**src/rtl/alu_pkg.sv**
```systemverilog
// Shared ALU issue definitions: ALU function codes, RV32I opcodes and
// immediate-extraction helpers.
package alu_pkg;

  localparam logic [3:0] ALU_ADD   = 4'b0000;
  localparam logic [3:0] ALU_SUB   = 4'b0001;
  localparam logic [3:0] ALU_EQ    = 4'b0010;
  localparam logic [3:0] ALU_SLTU  = 4'b0011;
  localparam logic [3:0] ALU_SLT   = 4'b0100;
  localparam logic [3:0] ALU_AND   = 4'b0101;
  localparam logic [3:0] ALU_OR    = 4'b0110;
  localparam logic [3:0] ALU_XOR   = 4'b0111;
  localparam logic [3:0] ALU_SRL   = 4'b1000;
  localparam logic [3:0] ALU_SLL   = 4'b1001;
  localparam logic [3:0] ALU_PASS2 = 4'b1010;

  localparam logic [6:0] OPC_OP     = 7'b0110011;
  localparam logic [6:0] OPC_OP_IMM = 7'b0010011;
  localparam logic [6:0] OPC_LUI    = 7'b0110111;
  localparam logic [6:0] OPC_AUIPC  = 7'b0010111;
  localparam logic [6:0] OPC_JAL    = 7'b1101111;
  localparam logic [6:0] OPC_JALR   = 7'b1100111;
  localparam logic [6:0] OPC_BRANCH = 7'b1100011;
  localparam logic [6:0] OPC_LOAD   = 7'b0000011;
  localparam logic [6:0] OPC_STORE  = 7'b0100011;

  function automatic logic [31:0] imm_i(input logic [31:0] instr);
    return {{20{instr[31]}}, instr[31:20]};
  endfunction

  function automatic logic [31:0] imm_s(input logic [31:0] instr);
    return {{20{instr[31]}}, instr[31:25], instr[11:7]};
  endfunction

  function automatic logic [31:0] imm_u(input logic [31:0] instr);
    return {instr[31:12], 12'h000};
  endfunction

endpackage

```
**src/rtl/alu_issue_stage_if.sv**
```systemverilog
// ID/EX issue bus: instruction input handshake, flush, and the registered
// ALU operand/control output handshake. The issue stage is the master.
interface alu_issue_stage_if #(
  parameter int XLEN = 32
) ();

  logic            in_valid;
  logic            in_ready;
  logic [31:0]     in_instr;
  logic [XLEN-1:0] in_pc;
  logic [XLEN-1:0] in_rs1_data;
  logic [XLEN-1:0] in_rs2_data;
  logic            flush;
  logic            out_valid;
  logic            out_ready;
  logic [3:0]      alu_func;
  logic [XLEN-1:0] alu_src1;
  logic [XLEN-1:0] alu_src2;
  logic            br_en;
  logic            br_inv;
  logic [4:0]      rd;
  logic            wb_en;
  logic            illegal;

  modport master (
    input  in_valid, in_instr, in_pc, in_rs1_data, in_rs2_data, flush, out_ready,
    output in_ready, out_valid, alu_func, alu_src1, alu_src2, br_en, br_inv, rd,
           wb_en, illegal
  );

  modport slave (
    output in_valid, in_instr, in_pc, in_rs1_data, in_rs2_data, flush, out_ready,
    input  in_ready, out_valid, alu_func, alu_src1, alu_src2, br_en, br_inv, rd,
           wb_en, illegal
  );

endinterface

```
**src/rtl/alu_issue_decode.sv**
```systemverilog
// Purely combinational RV32I decode into ALU function, operands, branch and
// writeback control. Illegal encodings collapse to an inert add of zeros.
module alu_issue_decode
  import alu_pkg::*;
#(
  parameter int XLEN = 32
) (
  input  logic [31:0]     i_instr,
  input  logic [XLEN-1:0] i_pc,
  input  logic [XLEN-1:0] i_rs1_data,
  input  logic [XLEN-1:0] i_rs2_data,
  output logic [3:0]      o_func,
  output logic [XLEN-1:0] o_src1,
  output logic [XLEN-1:0] o_src2,
  output logic            o_br_en,
  output logic            o_br_inv,
  output logic [4:0]      o_rd,
  output logic            o_wb_en,
  output logic            o_illegal
);

  logic [6:0]      w_opcode;
  logic [2:0]      w_funct3;
  logic [6:0]      w_funct7;
  logic [4:0]      w_rd_field;
  logic [XLEN-1:0] w_imm_i;
  logic [XLEN-1:0] w_imm_s;
  logic [XLEN-1:0] w_imm_u;
  logic [XLEN-1:0] w_shamt_imm;
  logic [XLEN-1:0] w_shamt_reg;
  logic [3:0]      w_func;
  logic [XLEN-1:0] w_src1;
  logic [XLEN-1:0] w_src2;
  logic            w_br_en;
  logic            w_br_inv;
  logic            w_has_rd;
  logic            w_illegal;

  assign w_opcode    = i_instr[6:0];
  assign w_funct3    = i_instr[14:12];
  assign w_funct7    = i_instr[31:25];
  assign w_rd_field  = i_instr[11:7];
  assign w_imm_i     = XLEN'($signed(imm_i(i_instr)));
  assign w_imm_s     = XLEN'($signed(imm_s(i_instr)));
  assign w_imm_u     = XLEN'($signed(imm_u(i_instr)));
  // Shift amounts are clipped to 5 bits so the ALU never sees an oversize shift
  assign w_shamt_imm = XLEN'(i_instr[24:20]);
  assign w_shamt_reg = XLEN'(i_rs2_data[4:0]);

  // Opcode/funct decode into raw fields plus an illegal flag
  always_comb begin
    w_func    = ALU_ADD;
    w_src1    = i_rs1_data;
    w_src2    = i_rs2_data;
    w_br_en   = 1'b0;
    w_br_inv  = 1'b0;
    w_has_rd  = 1'b0;
    w_illegal = 1'b0;
    case (w_opcode)
      OPC_OP: begin
        w_has_rd = 1'b1;
        case ({w_funct7, w_funct3})
          {7'b0000000, 3'b000}: w_func = ALU_ADD;
          {7'b0100000, 3'b000}: w_func = ALU_SUB;
          {7'b0000000, 3'b001}: begin w_func = ALU_SLL; w_src2 = w_shamt_reg; end
          {7'b0000000, 3'b010}: w_func = ALU_SLT;
          {7'b0000000, 3'b011}: w_func = ALU_SLTU;
          {7'b0000000, 3'b100}: w_func = ALU_XOR;
          {7'b0000000, 3'b101}: begin w_func = ALU_SRL; w_src2 = w_shamt_reg; end
          {7'b0000000, 3'b110}: w_func = ALU_OR;
          {7'b0000000, 3'b111}: w_func = ALU_AND;
          default:              w_illegal = 1'b1;
        endcase
      end
      OPC_OP_IMM: begin
        w_has_rd = 1'b1;
        w_src2   = w_imm_i;
        case (w_funct3)
          3'b000:  w_func = ALU_ADD;
          3'b010:  w_func = ALU_SLT;
          3'b011:  w_func = ALU_SLTU;
          3'b100:  w_func = ALU_XOR;
          3'b110:  w_func = ALU_OR;
          3'b111:  w_func = ALU_AND;
          3'b001: begin
            w_func    = ALU_SLL;
            w_src2    = w_shamt_imm;
            w_illegal = i_instr[30];
          end
          3'b101: begin
            w_func    = ALU_SRL;
            w_src2    = w_shamt_imm;
            w_illegal = i_instr[30];
          end
          default: w_illegal = 1'b1;
        endcase
      end
      OPC_LUI: begin
        w_has_rd = 1'b1;
        w_func   = ALU_PASS2;
        w_src2   = w_imm_u;
      end
      OPC_AUIPC: begin
        w_has_rd = 1'b1;
        w_src1   = i_pc;
        w_src2   = w_imm_u;
      end
      OPC_JAL: begin
        w_has_rd = 1'b1;
        w_src1   = i_pc;
        w_src2   = XLEN'(4);
      end
      OPC_JALR: begin
        w_has_rd  = 1'b1;
        w_src1    = i_pc;
        w_src2    = XLEN'(4);
        w_illegal = (w_funct3 != 3'b000);
      end
      OPC_LOAD: begin
        w_has_rd = 1'b1;
        w_src2   = w_imm_i;
        case (w_funct3)
          3'b000, 3'b001, 3'b010, 3'b100, 3'b101: w_illegal = 1'b0;
          default:                                w_illegal = 1'b1;
        endcase
      end
      OPC_STORE: begin
        w_src2 = w_imm_s;
        case (w_funct3)
          3'b000, 3'b001, 3'b010: w_illegal = 1'b0;
          default:                w_illegal = 1'b1;
        endcase
      end
      OPC_BRANCH: begin
        w_br_en = 1'b1;
        case (w_funct3)
          3'b000:  begin w_func = ALU_EQ;   w_br_inv = 1'b0; end
          3'b001:  begin w_func = ALU_EQ;   w_br_inv = 1'b1; end
          3'b100:  begin w_func = ALU_SLT;  w_br_inv = 1'b0; end
          3'b101:  begin w_func = ALU_SLT;  w_br_inv = 1'b1; end
          3'b110:  begin w_func = ALU_SLTU; w_br_inv = 1'b0; end
          3'b111:  begin w_func = ALU_SLTU; w_br_inv = 1'b1; end
          default: w_illegal = 1'b1;
        endcase
      end
      default: w_illegal = 1'b1;
    endcase
  end

  // Squash everything but the illegal flag for undecodable instructions
  always_comb begin
    if (w_illegal) begin
      o_func    = ALU_ADD;
      o_src1    = {XLEN{1'b0}};
      o_src2    = {XLEN{1'b0}};
      o_br_en   = 1'b0;
      o_br_inv  = 1'b0;
      o_illegal = 1'b1;
    end else begin
      o_func    = w_func;
      o_src1    = w_src1;
      o_src2    = w_src2;
      o_br_en   = w_br_en;
      o_br_inv  = w_br_inv;
      o_illegal = 1'b0;
    end
  end

  assign o_wb_en = w_has_rd && !w_illegal && (w_rd_field != 5'd0);
  assign o_rd    = o_wb_en ? w_rd_field : 5'd0;

endmodule

```
**src/rtl/alu_issue_stage.sv**
```systemverilog
// ID/EX issue stage: decodes at acceptance and holds ALU fields for EX.
// Define ALU_ISSUE_SKID_EN to add a one-entry skid buffer behind a registered in_ready.
module alu_issue_stage
  import alu_pkg::*;
#(
  parameter int         XLEN     = 32,
  parameter logic [3:0] NOP_FUNC = ALU_ADD
) (
  input  logic              clk,
  input  logic              rstn,
  alu_issue_stage_if.master bus
);

  localparam int            FW          = 4 + 2 * XLEN + 9;
  localparam logic [FW-1:0] FIELDS_IDLE = {NOP_FUNC, {(FW - 4){1'b0}}};

  logic [3:0]      w_dec_func;
  logic [XLEN-1:0] w_dec_src1;
  logic [XLEN-1:0] w_dec_src2;
  logic            w_dec_br_en;
  logic            w_dec_br_inv;
  logic [4:0]      w_dec_rd;
  logic            w_dec_wb_en;
  logic            w_dec_illegal;
  logic [FW-1:0]   w_dec_fields;
  logic            w_accept;
  logic            r_out_valid;
  logic [FW-1:0]   r_out_fields;

  alu_issue_decode #(.XLEN(XLEN)) u_decode (
    .i_instr    (bus.in_instr),
    .i_pc       (bus.in_pc),
    .i_rs1_data (bus.in_rs1_data),
    .i_rs2_data (bus.in_rs2_data),
    .o_func     (w_dec_func),
    .o_src1     (w_dec_src1),
    .o_src2     (w_dec_src2),
    .o_br_en    (w_dec_br_en),
    .o_br_inv   (w_dec_br_inv),
    .o_rd       (w_dec_rd),
    .o_wb_en    (w_dec_wb_en),
    .o_illegal  (w_dec_illegal)
  );

  assign w_dec_fields = {w_dec_func, w_dec_src1, w_dec_src2, w_dec_br_en, w_dec_br_inv,
                         w_dec_rd, w_dec_wb_en, w_dec_illegal};
  assign w_accept     = bus.in_valid && bus.in_ready;

`ifdef ALU_ISSUE_SKID_EN
  logic          r_skid_valid;
  logic [FW-1:0] r_skid_fields;
  logic          w_main_free;

  assign bus.in_ready = !r_skid_valid && !bus.flush;
  assign w_main_free  = !r_out_valid || bus.out_ready;

  // Output register refills from the skid entry first to keep program order
  always_ff @(posedge clk or negedge rstn) begin
    if (!rstn) begin
      r_out_valid   <= 1'b0;
      r_out_fields  <= FIELDS_IDLE;
      r_skid_valid  <= 1'b0;
      r_skid_fields <= FIELDS_IDLE;
    end else if (bus.flush) begin
      r_out_valid   <= 1'b0;
      r_out_fields  <= FIELDS_IDLE;
      r_skid_valid  <= 1'b0;
      r_skid_fields <= FIELDS_IDLE;
    end else if (w_main_free) begin
      if (r_skid_valid) begin
        r_out_valid   <= 1'b1;
        r_out_fields  <= r_skid_fields;
        r_skid_valid  <= 1'b0;
        r_skid_fields <= FIELDS_IDLE;
      end else if (w_accept) begin
        r_out_valid   <= 1'b1;
        r_out_fields  <= w_dec_fields;
      end else begin
        r_out_valid   <= 1'b0;
        r_out_fields  <= FIELDS_IDLE;
      end
    end else if (w_accept) begin
      r_skid_valid  <= 1'b1;
      r_skid_fields <= w_dec_fields;
    end else begin
      r_skid_valid  <= r_skid_valid;
      r_skid_fields <= r_skid_fields;
    end
  end
`else
  logic w_out_xfer;

  assign bus.in_ready = !bus.flush && (!r_out_valid || bus.out_ready);
  assign w_out_xfer   = r_out_valid && bus.out_ready;

  // Single output register; flush wins over any simultaneous transfer
  always_ff @(posedge clk or negedge rstn) begin
    if (!rstn) begin
      r_out_valid  <= 1'b0;
      r_out_fields <= FIELDS_IDLE;
    end else if (bus.flush) begin
      r_out_valid  <= 1'b0;
      r_out_fields <= FIELDS_IDLE;
    end else if (w_accept) begin
      r_out_valid  <= 1'b1;
      r_out_fields <= w_dec_fields;
    end else if (w_out_xfer) begin
      r_out_valid  <= 1'b0;
      r_out_fields <= FIELDS_IDLE;
    end else begin
      r_out_valid  <= r_out_valid;
      r_out_fields <= r_out_fields;
    end
  end
`endif

  assign bus.out_valid = r_out_valid;
  assign {bus.alu_func, bus.alu_src1, bus.alu_src2, bus.br_en, bus.br_inv, bus.rd,
          bus.wb_en, bus.illegal} = r_out_fields;

endmodule

```
**src/flat_wrapper.sv**
```systemverilog
// flat-port wrapper written by rule: the top's interface ports become plain ports
module alu_issue_stage_flat import alu_pkg::*;
#(
  parameter int         XLEN     = 32,
  parameter logic [3:0] NOP_FUNC = ALU_ADD
)
  (clk, rstn, bus_in_valid, bus_in_instr, bus_in_pc, bus_in_rs1_data, bus_in_rs2_data, bus_flush, bus_out_ready, bus_in_ready, bus_out_valid, bus_alu_func, bus_alu_src1, bus_alu_src2, bus_br_en, bus_br_inv, bus_rd, bus_wb_en, bus_illegal);
  alu_issue_stage_if #(.XLEN(XLEN)) bus_i ();
  input  logic clk;
  input  logic rstn;
  input wire logic [$bits(bus_i.in_valid)-1:0] bus_in_valid;
  input wire logic [$bits(bus_i.in_instr)-1:0] bus_in_instr;
  input wire logic [$bits(bus_i.in_pc)-1:0] bus_in_pc;
  input wire logic [$bits(bus_i.in_rs1_data)-1:0] bus_in_rs1_data;
  input wire logic [$bits(bus_i.in_rs2_data)-1:0] bus_in_rs2_data;
  input wire logic [$bits(bus_i.flush)-1:0] bus_flush;
  input wire logic [$bits(bus_i.out_ready)-1:0] bus_out_ready;
  output wire logic [$bits(bus_i.in_ready)-1:0] bus_in_ready;
  output wire logic [$bits(bus_i.out_valid)-1:0] bus_out_valid;
  output wire logic [$bits(bus_i.alu_func)-1:0] bus_alu_func;
  output wire logic [$bits(bus_i.alu_src1)-1:0] bus_alu_src1;
  output wire logic [$bits(bus_i.alu_src2)-1:0] bus_alu_src2;
  output wire logic [$bits(bus_i.br_en)-1:0] bus_br_en;
  output wire logic [$bits(bus_i.br_inv)-1:0] bus_br_inv;
  output wire logic [$bits(bus_i.rd)-1:0] bus_rd;
  output wire logic [$bits(bus_i.wb_en)-1:0] bus_wb_en;
  output wire logic [$bits(bus_i.illegal)-1:0] bus_illegal;
  assign bus_i.in_valid = bus_in_valid;
  assign bus_i.in_instr = bus_in_instr;
  assign bus_i.in_pc = bus_in_pc;
  assign bus_i.in_rs1_data = bus_in_rs1_data;
  assign bus_i.in_rs2_data = bus_in_rs2_data;
  assign bus_i.flush = bus_flush;
  assign bus_i.out_ready = bus_out_ready;
  assign bus_in_ready = bus_i.in_ready;
  assign bus_out_valid = bus_i.out_valid;
  assign bus_alu_func = bus_i.alu_func;
  assign bus_alu_src1 = bus_i.alu_src1;
  assign bus_alu_src2 = bus_i.alu_src2;
  assign bus_br_en = bus_i.br_en;
  assign bus_br_inv = bus_i.br_inv;
  assign bus_rd = bus_i.rd;
  assign bus_wb_en = bus_i.wb_en;
  assign bus_illegal = bus_i.illegal;
  alu_issue_stage #(.XLEN(XLEN), .NOP_FUNC(NOP_FUNC)) u_core (.clk(clk), .rstn(rstn), .bus(bus_i));
endmodule
```
**config.mk**
```make
export PLATFORM = sky130hd
export DESIGN_NAME = alu_issue_stage_flat
export DESIGN_NICKNAME = d
export VERILOG_FILES = /design/src/rtl/alu_pkg.sv /design/src/rtl/alu_issue_stage_if.sv /design/src/rtl/alu_issue_decode.sv /design/src/rtl/alu_issue_stage.sv /design/src/flat_wrapper.sv
export SDC_FILE = /design/constraint.sdc
export NUM_CORES = 1
export LEC_CHECK = 0
export ABC_AREA = 1
export BUFFER_PORTS_ARGS = -buffer_cell sky130_fd_sc_hd__buf_2
export CORE_MARGIN = 3
export CORE_UTILIZATION = 45
export CTS_CLUSTER_DIAMETER = 80
export DETAILED_ROUTE_END_ITERATION = 6
export PLACE_DENSITY = 0.73
export SLEW_MARGIN = 0
export SYNTH_ARGS = -nofsm -noshare
export SYNTH_HDL_FRONTEND = slang
export SYNTH_HIERARCHICAL = 1
export SYNTH_SLANG_ARGS = --single-unit
```
**constraint.sdc**
```tcl
create_clock -name clk -period 1.4 [get_ports clk]
set_input_delay 0.14 -clock clk [delete_from_list [all_inputs] [get_ports clk]]
set_output_delay 0.14 -clock clk [all_outputs]
set_load 0.005 [all_outputs]
```
==> results.md <==
* Initial antenna violation count at 0
* Tcrit/Tclk final at 1.08
* Cell area after layout at 0.00849 mm^2
* FF-to-FF setup slack at ~180 ps
* Worst slew margin at 0.709
* Diode count at 0
* CP startpoint: bus_in_instr[26]
* DP Wirelength at around 13000 um
* DP Worst Slack at -422 ps
* Final setup fails at 64
* Total power divided by cell area at around 700 mW/mm^2
* Wirelength per Cell at approximately 17 um
* Cells after Synth at between 800 and 900
* Die Height at around 120 um
* Worst r2r dst: u_core/r_out_fields[55]
* Boundary pin count at roughly 210
* FF-to-FF Start: u_core/bus.out_valid
* Total of max-cap violations at 0
* Avg Vias per Cell at approximately 5.5
* Static leakage at 0.00479 uW
* Unrepaired setup endpoints after global routing: true
* Largest net degree at the start of global routing at 63
* Placed cell area at between 0.007 and 0.008 mm^2
* Layout Nets at roughly 1200
* DR DRC count at 0
* Worst-Skew Late Latency at about 330 ps
* Die area at roughly 0.013 mm^2
* Min Tclk post-route at 1510 ps
* Gr usage total at 0.262
* Vias in the first global route at between 5000 and 6000
* DRT antenna net count at 0
* Footprint of the multi-input gates at 0.00329 mm^2
* Seq/Total Area, Yosys at 0.361
* Fill cell count at between 900 and 1000
* First DRT Iteration DRCs at roughly 640
* Clk slew on worst S/H paths at around 60 ps
* Crit path capture: u_core/r_out_fields[15]
* Yosys warns at 6
* Initial core utilization at 0.467
* Critical path fanouts, max at 6
* Post-Syn Nets at 940
* GR Overflow Total at 0
* First-pass GRT wire length at 27900 um
* Clock Tree Buf Depth at 2
* Rows at 39
* Max VDD drop at roughly 600 uV
* Core area at between 0.01 and 0.015 mm^2
* RePlAce Congestion at just under 1
* F_max at ~660 MHz
* Pwr Total at between 5000 and 6000 uW
* Endpoints failing hold at 0
* Setup ws final at -107 ps
* Violated checks: setup timing
* Max H-tree Level at 3
* CP startpoint kind: input port
* Yosys cell types at 28
* Critical Path RT at approximately 1600 ps
* CP endpoint kind: register
* FF+latch area at approximately 0.0020 mm^2
* WS Path Type: in2reg
* Yosys reg bits at approximately 80
* Worst-Margin Slew at between 400 and 500 ps
* Setup_tns at -1760 ps
* Area growth syn-to-layout at 57.1%
* Mean Syn Cell Area at 6.70 um^2
* Drt total wl at around 21000 um
* DR vias at ~6700
* Hold Crit Class: in2reg
* Number of I/O port buffers at between 200 and 250
* Worst Path Arrival at 1730 ps
* Post-Syn Area at 0.00541 mm^2
* Hold slack at ~31 ps
* Share of layout cells above drive strength 1 at 0.447
* Final Max Slew Viols at 0
* Worst reg-to-reg path cell count at 6
* CTS sink cnt at 78
* Clk_skew at between 6 and 7 ps
* Drt pass-1 iters at 6
* Root buf cell: clkbuf_16
* Die width at 116 um
* CTS Buf Count at 9
* Status: complete, but fails checks
* CTS tree: done
-- cell usage after synthesis --
cell      instances  area share
nand3_1          80       0.074
buf_8             1      0.0028
o31ai_4           1      0.0039
nor2_2            2      0.0023
inv_2            10      0.0069
o211ai_1          2      0.0028
nand3b_1          1      0.0014
buf_6             7       0.015
a21boi_0          1      0.0014
inv_1            94       0.065
nand2_1         172        0.12
nor3_2            1      0.0019
nor2_4            1      0.0021
clkbuf_1         21       0.015
dfrtp_1          78        0.36
o21ai_1           9      0.0083
nand2_4           3      0.0062
nor3_1            6      0.0056
nand2_2           5      0.0058
nand3_2          14       0.026
nor2_1          104       0.072
buf_4             6      0.0083
buf_2            24       0.022
buf_1             1     0.00069
o21ai_0          47       0.044
a21oi_1          34       0.031
a22oi_1           1      0.0014
nand4_1          81       0.094
-- state kept, by name, indices dropped and copies added, names as in the netlist --
name,flops
u_core/bus.out_valid,1
u_core/r_out_fields,77
-- worst min-delay path by stage --
stage	from	end	slack, ps	cells past startpoint
3_5_place_dp	rstn	u_core/r_out_fields[49]	100	1
4_1_cts	bus_flush	u_core/bus.out_valid	30	2
6_report	bus_flush	u_core/bus.out_valid	30	2
2_1_floorplan	rstn	u_core/bus.out_valid	-160	0
3_3_place_gp	rstn	u_core/r_out_fields[49]	100	1
5_1_grt	bus_flush	u_core/bus.out_valid	20	2
-- report_power, final --
group / switching, uW / internal [uW]
sequential: 15.0 / 2280
clock: 923 / 1370
combinational: 775 / 576
total: 1710 / 4220
-- stage by stage --
stage                     instances  utilization
after global routing           1221        0.734
after global placement         1177        0.610
after floorplan                 807            -
after CTS                      1194        0.641
final                          1221        0.734
after detailed placement       1177        0.610
-- timing repair --
action | CTS | global route
hold endpoints to repair | 28 | 0
pin swaps | 8 | 103
gates cloned | 1 | 15
gates resized for setup | 8 | 187
hold buffers | 1 | 0
buffers inserted | 0 | 13
setup endpoints to repair | 48 | 74
-- critical path, stage by stage --
cell,delay (ps)
buf_2,110
nor2_2,140
nand4_1,220
buf_4,220
o21ai_2,150
nand2_4,120
buf_4,180
a21oi_1,230
nor2_2,60
nand4_1,90
nand2_1,50
-- kinds of logic after synthesis --
logic type	count (synthesis)	synth area share
AOI/OAI and AO/OA	95	0.0928
buffers and inverters	164	0.135
DFF	78	0.361
and+or+nand+nor	470	0.411
-- routing by layer --
metal / up-vias / wire, um / track usage
li1: 3192 / - / -
met1: 3128 / 8560 / 0.362
met2: 343 / 10100 / 0.413
met3: 41 / 1910 / 0.0470
met4: 0 / 497 / 0.0978
met5: - / 0 / 0
-- final cells by class --
class / count / area share
Timing Repair Buffer: 315 / 0.280
Clock inverter: 6 / 0.00751
Tap cell: 143 / 0.0211
Multi-Input combinational cell: 566 / 0.387
Sequential cell: 78 / 0.230
Clock buffer: 9 / 0.0265
Inverter: 104 / 0.0477
-- cells in the final DEF, fill, tap and decap left out, types with 19 or more instances in the layout --
cell	Yosys	final
buf_4	6	61
nand4_1	81	81
nand2_1	172	156
a21oi_1	34	19
nor2_1	104	33
inv_1	94	87
nor2_4	1	36
clkbuf_16	0	20
buf_6	7	20
nand3_1	80	77
dfrtp_1	78	78
o21ai_0	47	45
nor2_2	2	38
buf_2	24	201
(Power assumes the default switching activity.)
